$ cat config.mk
export PLATFORM = sky130hd
export DESIGN_NAME = mips_multicycle_ctrl
export DESIGN_NICKNAME = d
export VERILOG_FILES = /design/src/rtl/mips_multicycle_ctrl.sv
export SDC_FILE = /design/constraint.sdc
export NUM_CORES = 1
export LEC_CHECK = 0
export BUFFER_PORTS_ARGS = -buffer_cell sky130_fd_sc_hd__buf_4
export CAP_MARGIN = 10
export CORE_MARGIN = 2
export CORE_UTILIZATION = 37
export CTS_CLUSTER_SIZE = 12
export DETAILED_ROUTE_END_ITERATION = 10
export MAX_ROUTING_LAYER = met4
export PLACE_DENSITY = 0.69
export SYNTH_ARGS = -nofsm -noshare
export SYNTH_HDL_FRONTEND = slang
export SYNTH_SLANG_ARGS = --single-unit
$ cat constraint.sdc
create_clock -name clk -period 3.8 [get_ports clk]
set_clock_uncertainty 0.2 [all_clocks]
set_input_delay 0.57 -clock clk [delete_from_list [all_inputs] [get_ports clk]]
set_output_delay 0.57 -clock clk [all_outputs]
set_load 0.05 [all_outputs]
$ cat src/rtl/mips_multicycle_ctrl.sv
// mips_multicycle_ctrl
// ----------------------------------------------------------------------------
// Multicycle control unit for the 8-bit mini-MIPS datapath. Each 32-bit
// instruction is fetched one byte per cycle (FETCH1..FETCH<IRBYTES>). It is then
// decoded and walked through execute, memory and writeback states. The unit
// drives every datapath mux select and write enable, plus the 3-bit ALU
// control word.
//
// Parameters:
//   IRBYTES   instruction-register byte beats per fetch (1..4, default 4)
//
// Ports:
//   clk       system clock, all state updates on the rising edge
//   reset     synchronous, active-high; write enables are forced low while high
//   op        instr[31:26] from the instruction register
//   funct     instr[5:0] from the instruction register
//   zero      ALU result == 0 flag (only matters for beq)
//   memread   memory read strobe
//   memwrite  memory write strobe
//   iord      memory address mux: 0 = PC, 1 = ALU out
//   memtoreg  register write data: 0 = ALU out, 1 = memory data
//   regwrite  register file write enable
//   regdst    destination register: 0 = rt, 1 = rd
//   alusrca   ALU a: 0 = PC, 1 = rs
//   alusrcb   ALU b: 00 rt, 01 constant 1, 10 imm, 11 imm (branch offset)
//   pcsource  next PC: 00 ALU result, 01 ALU out register, 10 jump target
//   pcen      PC write enable = pcwrite | (branch & zero)
//   irwrite   one-hot byte load of the instruction register
//   alucont   ALU control: bit 2 invert b / carry in, bits 1:0 AND/OR/add/slt
//   halt      illegal-opcode halt flag
//
// Optional feature macro: MIPS_CTRL_ILLEGAL_HALT_EN
//   Defined   : an unknown opcode parks the FSM in HALT (halt = 1) until reset.
//   Undefined : an unknown opcode goes straight back to FETCH1; halt is 0.
// ----------------------------------------------------------------------------
module mips_multicycle_ctrl #(
    parameter int IRBYTES = 4
) (
    input  logic               clk,
    input  logic               reset,
    input  logic [5:0]         op,
    input  logic [5:0]         funct,
    input  logic               zero,
    output logic               memread,
    output logic               memwrite,
    output logic               iord,
    output logic               memtoreg,
    output logic               regwrite,
    output logic               regdst,
    output logic               alusrca,
    output logic [1:0]         alusrcb,
    output logic [1:0]         pcsource,
    output logic               pcen,
    output logic [IRBYTES-1:0] irwrite,
    output logic [2:0]         alucont,
    output logic               halt
);

    // Fetch states occupy encodings 0..3 so the low two bits give the byte
    // index directly. HALT takes the last encoding; without the halt feature
    // it is simply an unused encoding.
    typedef enum logic [3:0] {
        S_FETCH1  = 4'd0,
        S_FETCH2  = 4'd1,
        S_FETCH3  = 4'd2,
        S_FETCH4  = 4'd3,
        S_DECODE  = 4'd4,
        S_MEMADR  = 4'd5,
        S_LBRD    = 4'd6,
        S_LBWR    = 4'd7,
        S_SBWR    = 4'd8,
        S_RTYPEEX = 4'd9,
        S_RTYPEWR = 4'd10,
        S_BEQEX   = 4'd11,
        S_JEX     = 4'd12,
        S_ADDIEX  = 4'd13,
        S_ADDIWR  = 4'd14,
        S_HALT    = 4'd15
    } state_e;

    localparam logic [5:0] OP_RTYPE = 6'b000000;
    localparam logic [5:0] OP_J     = 6'b000010;
    localparam logic [5:0] OP_BEQ   = 6'b000100;
    localparam logic [5:0] OP_ADDI  = 6'b001000;
    localparam logic [5:0] OP_LB    = 6'b100000;
    localparam logic [5:0] OP_SB    = 6'b101000;

    localparam logic [1:0] ALUOP_ADD   = 2'b00;
    localparam logic [1:0] ALUOP_SUB   = 2'b01;
    localparam logic [1:0] ALUOP_FUNCT = 2'b10;

    // Fetch encodings at or beyond IRBYTES are unused and are masked out here
    // so they fall into the "unused encoding" recovery path.
    localparam logic [3:0] FETCH_MASK = 4'((1 << IRBYTES) - 1);
    localparam logic [1:0] LAST_FETCH = 2'(IRBYTES - 1);

    state_e             state_q;
    state_e             state_d;
    logic [1:0]         fetch_idx;
    logic               in_fetch;
    logic               pcwrite;
    logic               branch;
    logic [1:0]         aluop;
    logic               regwrite_raw;
    logic               memwrite_raw;
    logic [IRBYTES-1:0] irwrite_raw;
    logic               halt_raw;

    assign fetch_idx = state_q[1:0];
    assign in_fetch  = (state_q[3:2] == 2'b00) && FETCH_MASK[fetch_idx];

    // State register. Reset abandons whatever instruction was in flight.
    always_ff @(posedge clk) begin
        if (reset) begin
            state_q <= S_FETCH1;
        end else begin
            state_q <= state_d;
        end
    end

    // Next-state logic. Anything not explicitly handled, including unused
    // encodings, returns to FETCH1.
    always_comb begin
        state_d = S_FETCH1;
        if (in_fetch) begin
            if (fetch_idx == LAST_FETCH) begin
                state_d = S_DECODE;
            end else begin
                state_d = state_e'(state_q + 4'd1);
            end
        end else begin
            case (state_q)
                S_DECODE: begin
                    case (op)
                        OP_LB, OP_SB: state_d = S_MEMADR;
                        OP_RTYPE:     state_d = S_RTYPEEX;
                        OP_BEQ:       state_d = S_BEQEX;
                        OP_J:         state_d = S_JEX;
                        OP_ADDI:      state_d = S_ADDIEX;
`ifdef MIPS_CTRL_ILLEGAL_HALT_EN
                        default:      state_d = S_HALT;
`else
                        default:      state_d = S_FETCH1;
`endif
                    endcase
                end
                S_MEMADR:  state_d = (op == OP_LB) ? S_LBRD : S_SBWR;
                S_LBRD:    state_d = S_LBWR;
                S_RTYPEEX: state_d = S_RTYPEWR;
                S_ADDIEX:  state_d = S_ADDIWR;
`ifdef MIPS_CTRL_ILLEGAL_HALT_EN
                S_HALT:    state_d = S_HALT;
`endif
                default:   state_d = S_FETCH1;
            endcase
        end
    end

    // Moore outputs decoded from the current state. Unused encodings (and
    // HALT) leave every enable low.
    always_comb begin
        memread      = 1'b0;
        memwrite_raw = 1'b0;
        iord         = 1'b0;
        memtoreg     = 1'b0;
        regwrite_raw = 1'b0;
        regdst       = 1'b0;
        alusrca      = 1'b0;
        alusrcb      = 2'b00;
        pcsource     = 2'b00;
        pcwrite      = 1'b0;
        branch       = 1'b0;
        irwrite_raw  = '0;
        aluop        = ALUOP_ADD;
        halt_raw     = 1'b0;
        if (in_fetch) begin
            // PC + 1 while loading the next instruction byte.
            memread     = 1'b1;
            alusrcb     = 2'b01;
            pcwrite     = 1'b1;
            irwrite_raw = IRBYTES'(1) << fetch_idx;
        end else begin
            case (state_q)
                S_DECODE: alusrcb = 2'b11;
                S_MEMADR: begin
                    alusrca = 1'b1;
                    alusrcb = 2'b10;
                end
                S_LBRD: begin
                    memread = 1'b1;
                    iord    = 1'b1;
                end
                S_LBWR: begin
                    regwrite_raw = 1'b1;
                    memtoreg     = 1'b1;
                end
                S_SBWR: begin
                    memwrite_raw = 1'b1;
                    iord         = 1'b1;
                end
                S_RTYPEEX: begin
                    alusrca = 1'b1;
                    aluop   = ALUOP_FUNCT;
                end
                S_RTYPEWR: begin
                    regwrite_raw = 1'b1;
                    regdst       = 1'b1;
                end
                S_BEQEX: begin
                    alusrca  = 1'b1;
                    aluop    = ALUOP_SUB;
                    branch   = 1'b1;
                    pcsource = 2'b01;
                end
                S_JEX: begin
                    pcwrite  = 1'b1;
                    pcsource = 2'b10;
                end
                S_ADDIEX: begin
                    alusrca = 1'b1;
                    alusrcb = 2'b10;
                end
                S_ADDIWR: regwrite_raw = 1'b1;
`ifdef MIPS_CTRL_ILLEGAL_HALT_EN
                S_HALT:   halt_raw = 1'b1;
`endif
                default: ;
            endcase
        end
    end

    // ALU control word: fixed add/sub for address and branch math, funct
    // field decode for R-type. Unknown functs default to add.
    always_comb begin
        alucont = 3'b010;
        case (aluop)
            ALUOP_SUB: alucont = 3'b110;
            ALUOP_FUNCT: begin
                case (funct)
                    6'b100000: alucont = 3'b010;
                    6'b100010: alucont = 3'b110;
                    6'b100100: alucont = 3'b000;
                    6'b100101: alucont = 3'b001;
                    6'b101010: alucont = 3'b111;
                    default:   alucont = 3'b010;
                endcase
            end
            default: alucont = 3'b010;
        endcase
    end

    // Architectural side effects are gated by reset so that the state held
    // before the reset edge cannot write anything.
    assign pcen     = ~reset & (pcwrite | (branch & zero));
    assign regwrite = ~reset & regwrite_raw;
    assign memwrite = ~reset & memwrite_raw;
    assign irwrite  = reset ? '0 : irwrite_raw;
    assign halt     = ~reset & halt_raw;

endmodule
==> qor.yml <==
drc: 0
crit_start: "state_q[3]"
pin_count: 35
end_kind: "output port"
p_comb_frac: 0.339
gp_congestion: 0.815
ys.warnings.count: 0
ant_nets: 0
path_cells: "nor2b_1, nand2_1, inv_1, ha_1, inv_1, nor4_1, nor2_1, nor2_1, buf_4"
core_um2: 1520
firstDrtPassIters: 4
r2r-start: "state_q[0]"
clkTransAtPathRegs_ns: 0.04
numPortBuffers: 33
syn_inst: 93
ctsHoldBuffers: 0
use_met2: 0.300
largest_register_ffs: 4
arrival_ns: 2.33
p_switching_uw: 51.1
fmax_mhz: 322
internal-power_uw: 101
start_util: 0.397
vias: 728
die_area_um2: 1970
insertion_delay_ns: 0.25
syn-num-nets: 114
vias_per_cell: 5.13
grtUsageMet1: 0.241
clockBufferDepth: 2
p_leak_nw: 0.431
wl_per_cell_um: 11.7
grt_overflow: 0
status: "finished clean"
synthTopCellsByArea: "dfxtp_1 13%, ha_1 12%, nor2_1 8.7%, a21oi_1 7.5%, inv_1 6.2%"
synth_area_leader_cell: "dfxtp_1"
cts_tree: "built"
drv_slew: 0
min_period_ns: 3.10
final_common_cell: "buf_4"
rsz0062_at_grt: "false"
hp-start: "op[4]"
drive_gt1_frac: 0.294
pwr-share-clk: 0.366
p_sw_frac: 0.337
grt_start_max_net_pins: 17
reg.largest.list: "state_q (4)"
cpMaxStageDelayCell: "dfxtp_1"
maxCapViolations: 0
synth.distinct_cells: 33
routed_wl_um: 1670
cts-htree-levels: 1
async_flop_share: 0
post_cts_resized: 0
track_usage: 0.188
whs_path_depth: 4
synth-edff-count: 0
layout_common_cells: "33 x buf_4, 14 x nor2_1, 10 x nand2_1, 10 x inv_1, 9 x a21oi_1"
setup_violations: 0
p_per_area_nw_per_um2: 173
clock_sinks: 4
finalHoldViolCount: 0
syn_avg_cell_area_um2: 6.50
slew_headroom: 0.615
vdd_drop_max_v: 0.0000980
largest-register: "state_q"
min_path_type: "input port to flip-flop"
area_delta_synth_final_pct: 45.3
cts_root_buffer: "clkbuf_4"
r2r_cells: 6
startpoint_type: "flip-flop"
grt_pass1_wl_um: 2680
hold_ws_ns: 0.446
synth_top_area_frac: 0.133
synth_ff_type: "dfxtp_1"
grt_busiest_layer: "met2"
numCtsBuffers: 3
critPathKind: "flip-flop to output port"
final_nets: 149
fp.dieH_um: 44.4
finalCritPeriodShare: 0.816
crit_path_max_fanout: 16
max_stage_delay_ns: 0.60
post-cts-setup-buffers: 0
use_met3: 0.0367
worstPathRequired_ns: 3.03
fillers: 152
drtIter0Drc: 20
synth_area_um2: 604
grt_pass1_vias: 625
place_hpwl_um: 1320
synth-seq-area-share: 0.133
chipWidth_um: 44.4
seqPwrFrac: 0.295
max_slew.worst_pin.slew_ns: 0.572
row_count: 14
ys_seq_elements: 4
finalSetupTns_ns: 0
insertedDiodeCount: 0
antenna_found_initial: 0
-- cells by family (layout without fill, tap and decap cells) --
logic type / after synthesis / after routing / share of synthesized area
AND/OR/NAND/NOR: 43 / 43 / 0.348
other: 1 / 1 / 0.00621
flip-flops: 4 / 4 / 0.133
adder cells (fa/ha/maj): 7 / 7 / 0.141
AO/OA/AOI/OAI: 23 / 23 / 0.244
XOR/XNOR: 1 / 1 / 0.0145
multiplexers: 1 / 1 / 0.0248
buffers and inverters: 13 / 46 / 0.0890
-- Yosys cell counts, types with 2 or more instances --
cell      count
a22o_1        2
nand2_1      10
ha_1          6
nor2_1       14
inv_1        10
nor3_1        3
and2_1        5
nor4_1        2
a31oi_1       2
o21ai_0       3
a21oi_1       9
dfxtp_1       4
nand2b_1      3
-- power by group through the flow --
stage | Clock (mW) | Sequential, mW | Combinational, mW
global placement | 0 | 0.0453 | 0.0514
global route | 0.0588 | 0.0449 | 0.0560
CTS | 0.0565 | 0.0448 | 0.0515
detailed placement | 0 | 0.0454 | 0.0514
floorplan | 0 | 0.0450 | 0.0300
finish | 0.0556 | 0.0448 | 0.0514
-- final timing paths --
kind | end | slack [ns]
min | state_q[3] | 0.45
min reg2reg | state_q[1] | 0.47
max | alucont[2] | 0.70
max reg2reg | state_q[2] | 1.84
-- cell type report --
| cell class | count | area, um2 | share of cell area |
|---|---|---|---|
| Tap cell | 16 | 20.0 | 0.0228 |
| Inverter | 10 | 37.5 | 0.0427 |
| Multi-Input combinational cell | 76 | 470 | 0.536 |
| Clock buffer | 3 | 22.5 | 0.0256 |
| Timing Repair Buffer | 33 | 248 | 0.282 |
| Sequential cell | 4 | 80.1 | 0.0912 |
-- routing by layer --
| metal | up-vias | routed length (um) |
|---|---|---|
| li1 | 385 | - |
| met3 | 3 | 110 |
| met4 | 0 | 22 |
| met1 | 312 | 762 |
| met5 | - | 0 |
| met2 | 28 | 770 |
-- worst max-delay path: cells and delay by family, from the launching register on --
kind	cells	cell delay [ns]
adders and majority gates	1	0.17
buffers and inverters	3	0.34
DFF	1	0.60
and+or+nand+nor	5	0.98
-- metrics by stage --
| step | cell area, um2 | utilization | setup slack, ns | cells | power, mW |
|---|---|---|---|---|---|
| after floorplan | 604 | - | 0.928 | 93 | 0.0750 |
| after global placement | 856 | 0.562 | 1.08 | 139 | 0.0967 |
| after detailed placement | 856 | 0.562 | 0.968 | 139 | 0.0968 |
| after CTS | 878 | 0.576 | 0.706 | 142 | 0.153 |
| after global routing | 878 | 0.576 | 0.458 | 142 | 0.160 |
| final | 878 | 0.576 | 0.699 | 142 | 0.152 |
Power figures use the tool's default switching activity.
